--- config.mk ---
export PLATFORM = sky130hd
export DESIGN_NAME = tdm_demux4
export DESIGN_NICKNAME = d
export VERILOG_FILES = /design/src/rtl/tdm_demux4.sv
export SDC_FILE = /design/constraint.sdc
export NUM_CORES = 1
export LEC_CHECK = 0
export ABC_CLOCK_PERIOD_IN_PS = 1300
export CAP_MARGIN = 20
export CORE_MARGIN = 4
export CORE_UTILIZATION = 41
export DETAILED_ROUTE_END_ITERATION = 6
export PLACE_DENSITY = 0.71
export SLEW_MARGIN = 0
export SYNTH_ARGS = -nofsm -noshare
export SYNTH_HDL_FRONTEND = slang
export SYNTH_SLANG_ARGS = --single-unit
--- constraint.sdc ---
create_clock -name clk -period 1.3 [get_ports clk]
set_input_delay 0.26 -clock clk [delete_from_list [all_inputs] [get_ports clk]]
set_output_delay 0.26 -clock clk [all_outputs]
set_load 0.03 [all_outputs]
--- src/rtl/tdm_demux4.sv ---
// tdm_demux4 -- receiving end of a 4-slot time-division serial link.
//
// Aligns to a frame-sync strobe, steps an internal slot counter, collects each
// slot's bit in a shadow register and presents all four channels together as a
// registered parallel word with a one-cycle valid pulse.
//
// Optional feature macro: TDM_DEMUX_PARITY_EN
//   defined   : 5-slot frame, slot 4 carries even parity over a..d,
//               parity_err pulses alongside frame_valid on a mismatch.
//   undefined : 4-slot frame, parity_err tied to 0.
//
// Ports:
//   clk         in   1  rising-edge clock
//   rst         in   1  synchronous active-high reset
//   din         in   1  serial data, one slot bit per clock
//   sync        in   1  frame strobe, high with the slot-0 bit
//   a, b, c, d  out  1  channels 0..3, registered, hold between frames
//   slot        out  3  slot index the next din sample belongs to
//   frame_valid out  1  one-cycle pulse, a..d updated this cycle
//   frame_err   out  1  one-cycle pulse, sync arrived mid-frame
//   parity_err  out  1  one-cycle pulse with frame_valid on parity mismatch

module tdm_demux4 (
    input  logic       clk,
    input  logic       rst,
    input  logic       din,
    input  logic       sync,
    output logic       a,
    output logic       b,
    output logic       c,
    output logic       d,
    output logic [2:0] slot,
    output logic       frame_valid,
    output logic       frame_err,
    output logic       parity_err
);

`ifdef TDM_DEMUX_PARITY_EN
    localparam logic [2:0] LastSlot = 3'd4;
    localparam int unsigned ShadowW = 4;  // slot 3 also needs a shadow bit
`else
    localparam logic [2:0] LastSlot = 3'd3;
    localparam int unsigned ShadowW = 3;  // slot 3 loads straight from din
`endif

    typedef enum logic [0:0] {
        StIdle,
        StRun
    } state_e;

    state_e               state_q, state_d;
    logic [2:0]           slot_q, slot_d;
    logic [ShadowW-1:0]   shadow_q, shadow_d;
    logic [3:0]           chan_q, chan_d;  // {a, b, c, d}
    logic                 valid_q, valid_d;
    logic                 ferr_q, ferr_d;
`ifdef TDM_DEMUX_PARITY_EN
    logic                 perr_q, perr_d;
`endif

    // Next-state logic.
    always_comb begin
        state_d  = state_q;
        slot_d   = slot_q;
        shadow_d = shadow_q;
        chan_d   = chan_q;
        valid_d  = 1'b0;
        ferr_d   = 1'b0;
`ifdef TDM_DEMUX_PARITY_EN
        perr_d   = 1'b0;
`endif

        unique case (state_q)
            StIdle: begin
                if (sync) begin
                    shadow_d[0] = din;
                    slot_d      = 3'd1;
                    state_d     = StRun;
                end
            end

            StRun: begin
                if (sync) begin
                    // Realign; a sync anywhere but slot 0 drops the partial frame.
                    ferr_d      = (slot_q != 3'd0);
                    shadow_d[0] = din;
                    slot_d      = 3'd1;
                end else if (slot_q == LastSlot) begin
`ifdef TDM_DEMUX_PARITY_EN
                    chan_d = {shadow_q[0], shadow_q[1], shadow_q[2], shadow_q[3]};
                    // Even parity: a^b^c^d^p must be 0.
                    perr_d = (^shadow_q) ^ din;
`else
                    chan_d = {shadow_q[0], shadow_q[1], shadow_q[2], din};
`endif
                    valid_d = 1'b1;
                    slot_d  = 3'd0;
                end else begin
                    case (slot_q)
                        3'd0:    shadow_d[0] = din;
                        3'd1:    shadow_d[1] = din;
                        3'd2:    shadow_d[2] = din;
`ifdef TDM_DEMUX_PARITY_EN
                        3'd3:    shadow_d[3] = din;
`endif
                        default: ;
                    endcase
                    slot_d = slot_q + 3'd1;
                end
            end

            default: state_d = StIdle;
        endcase
    end

    // State registers; reset wins over sync in the same cycle.
    always_ff @(posedge clk) begin
        if (rst) begin
            state_q  <= StIdle;
            slot_q   <= 3'd0;
            shadow_q <= '0;
            chan_q   <= 4'd0;
            valid_q  <= 1'b0;
            ferr_q   <= 1'b0;
`ifdef TDM_DEMUX_PARITY_EN
            perr_q   <= 1'b0;
`endif
        end else begin
            state_q  <= state_d;
            slot_q   <= slot_d;
            shadow_q <= shadow_d;
            chan_q   <= chan_d;
            valid_q  <= valid_d;
            ferr_q   <= ferr_d;
`ifdef TDM_DEMUX_PARITY_EN
            perr_q   <= perr_d;
`endif
        end
    end

    assign a           = chan_q[3];
    assign b           = chan_q[2];
    assign c           = chan_q[1];
    assign d           = chan_q[0];
    assign slot        = slot_q;
    assign frame_valid = valid_q;
    assign frame_err   = ferr_q;
`ifdef TDM_DEMUX_PARITY_EN
    assign parity_err  = perr_q;
`else
    assign parity_err  = 1'b0;
`endif

endmodule

==> qor.yml <==
crit_path_max_fanout: 1
die_x_um: 45.3
report.final.slew_viol_count: 0
total_cts_buffers: 3
i_o_pin_count: 14
cts_hold_repair.buffers: 0
post_drt_via_cell_ratio: 4.65
reg2regPathDepth: 5
pre_cts_ws_ns: -0.275
met2WireLength_um: 491
row_count: 13
finalPower_w: 0.000768
layout_worst_path_cycle_share_pct: 95.0
post_cts.repair.setup_buffers: 0
dp.final_hpwl_um: 781
clock_network_fraction_of_design_power_pct: 32.3
most_frequent_cells_in_the_layout: "11 x sky130_fd_sc_hd__dfxtp_1, 11 x sky130_fd_sc_hd__buf_4, 9 x sky130_fd_sc_hd__nor2_1, 8 x sky130_fd_sc_hd__mux2i_1"
grt_max_degree: 10
worst_slack_ns: 0.0649
crit_family: "buffers and inverters"
postSynthNetCount: 68
cpMaxStageDelayCell: "sky130_fd_sc_hd__dlygate4sd2_1"
grt_pass1_wl_um: 1730
finalWorstPathRequiredPeriod_ns: 1.24
synth_cells: 60
post-synth-top-area-cell: "sky130_fd_sc_hd__dfxtp_1"
hold_depth: 3
regToRegEndpoint: "shadow_q[0]"
drc_violations_left: 0
number_of_max_cap_violations: 0
fillCellCount: 123
cp_slowest_stage_delay_ns: 0.39
ys_warn_count: 0
cp_data_required_time_ns: 1.04
ranking_of_synthesized_cells_by_area: "sky130_fd_sc_hd__dfxtp_1 46%, sky130_fd_sc_hd__mux2i_1 14%, sky130_fd_sc_hd__ha_1 8.8%"
min_path_type: "in -> reg"
tritoncts_num_sinks: 13
status: "finished, final reports clean"
r2r_setup_slk_ns: 0.07
drtIter0Drc: 4
cp_cell_sequence: "dlygate4sd2_1"
cts_tree: "yes"
reg2reg_from: "slot[0]"
avgRoutedWirePerCell_um: 11.0
min_to: "frame_err"
criticalPathCategory: "reg -> out"
coreArea_um2: 1300
cts_buffer_depth: 2
initial_core_util_pct: 43.9
hold_viol: 0
min-delay-start: "sync"
internal_power_w: 0.000576
io_buffer_count: 12
synth.avg_cell_area_um2: 9.53
antenna_cells: 0
grt-ovfl-total: 0
fraction_of_layout_instances_using_a_drive_strength_above_1_pct: 25.3
grt_setup_unrepaired: "false"
grtUsageTotal_pct: 12.3
yosys_most_used_dff: "sky130_fd_sc_hd__dfxtp_1"
power_density_nw_per_um2: 964
die_area_um2: 2060
die_height_um: 45.3
synthToLayoutAreaGrowth_pct: 39.4
timing.critical_path.to_type: "output pin"
p_sw_share_pct: 25.0
number_of_antenna_violations_at_the_first_check_in_global_routing: 0
synth_seq_area_share_pct: 45.5
via_count_of_the_first_global_routing_pass: 417
p_leak_nw: 0.353
synth.ff_latch_count: 13
weighted_congestion_reported_at_the_end_of_routability_driven_placement: 0.734
setup_violations_final: 0
ant_nets: 0
met3_routed_wirelength_um: 48
syn_area_um2: 572
dr_total_vias: 437
fin_skew_ns: 0.00432
power.switching_w: 0.000192
clock_tree.root_cell: "sky130_fd_sc_hd__clkbuf_4"
cts_max_level: 1
max-vdd-ir-drop_uv: 422
synth-edff-count: 0
met1Wirelength_um: 496
num-nets-final: 88
worst_ep_arrival_time_ns: 0.98
clk_latency_ns: 0.27
netlist-cell-type-count: 19
route.top_layer_used: "met3"
worst_setup_hold_path_clk_slew_ns: 0.08
power_frac_comb_pct: 13.4
share_seq_of_total_power_pct: 54.2
wl_um: 1040
async_flop_share_pct: 0
netlist.area_leader.share_pct: 45.5
critPathLaunchType: "register"
drt-pass1-iter-count: 4
timing.fmax_mhz: 810
worstPathBufferInverterCount: 1
-- state kept, by name (all words and copies together) (netlist names) --
register,count
shadow_q,3
frame_err,1
chan_q,4
state_q,1
frame_valid,1
slot,3
-- kinds of logic (layout without fill, tap and decap cells) --
group / after synthesis / in the layout / share of synthesized area (%)
buf+inv: 8 / 27 / 7.00
xor+xnor: 1 / 1 / 1.53
other cells: 1 / 1 / 0.656
simple gates: 23 / 23 / 20.6
fa+ha+maj: 4 / 4 / 8.75
compound gates: 2 / 2 / 1.97
flops: 13 / 13 / 45.5
mux: 8 / 8 / 14.0
-- cell usage after synthesis, drive strengths merged (2+ instances only) --
| library cell | number |
|---|---|
| ha | 4 |
| nor2b | 2 |
| clkbuf | 2 |
| nand2 | 4 |
| dfxtp | 13 |
| mux2i | 8 |
| inv | 3 |
| buf | 3 |
| nor2 | 9 |
| nor3 | 2 |
| nand2b | 4 |
-- power groups by stage --
| stage | logic, W | registers [W] | clock network, W |
|---|---|---|---|
| floorplan | 0.0000510 | 0.000432 | 0 |
| global placement | 0.0000993 | 0.000423 | 0 |
| detailed placement | 0.000101 | 0.000424 | 0 |
| CTS | 0.000100 | 0.000414 | 0.000264 |
| global route | 0.000113 | 0.000418 | 0.000278 |
| finish | 0.000103 | 0.000417 | 0.000248 |
-- layer usage --
layer | track usage (%) | vias to the layer above
li1 | - | 227
met1 | 14.3 | 204
met2 | 17.8 | 6
met3 | 5.18 | 0
met4 | 8.77 | 0
met5 | 0 | -
-- worst register-to-register path: cells and delay by family (launching register included) --
family	cells	cell delay, ns
buf+inv	1	0.06
mux	1	0.19
flops	1	0.37
fa+ha+maj	1	0.19
simple gates	1	0.15
compound gates	1	0.21
-- cell type report --
cell class              count  area (um2)  area share (%)
clock buffers               4        26.3            3.30
inverters                   3        11.3            1.41
multi-input cells          39         300            37.7
repair buffers             20         173            21.7
well taps                  15        18.8            2.35
flip-flops and latches     13         268            33.6
-- stage by stage --
stage               hold WS [ns]  TNS [ns]  instances  util [%]  area, um2
floorplan                  0.407         0         60         -        579
global placement           0.468     -1.57         90      57.0        742
detailed placement         0.473     -1.61         90      57.0        742
CTS                        0.485         0         94      58.5        761
global route               0.364         0         94      61.3        797
finish                     0.343         0         94      61.3        797
-- how the worst max path moves through the flow --
stage                          from           to  slack, ns  cells past startpoint
final                     frame_err    frame_err       0.06                      1
after global routing        slot[0]  shadow_q[0]      0.001                      5
after CTS                   slot[0]  shadow_q[1]       0.01                      4
after detailed placement       sync    chan_q[1]      -0.27                      4
after global placement         sync    chan_q[0]      -0.28                      4
after floorplan             slot[0]    chan_q[0]      0.008                      5
-- repair_timing --
action	4_1_cts	5_1_grt
resized for setup	6	10
pin swaps	0	1
endpoints found under the setup margin	6	11
(Power assumes the default switching activity.)
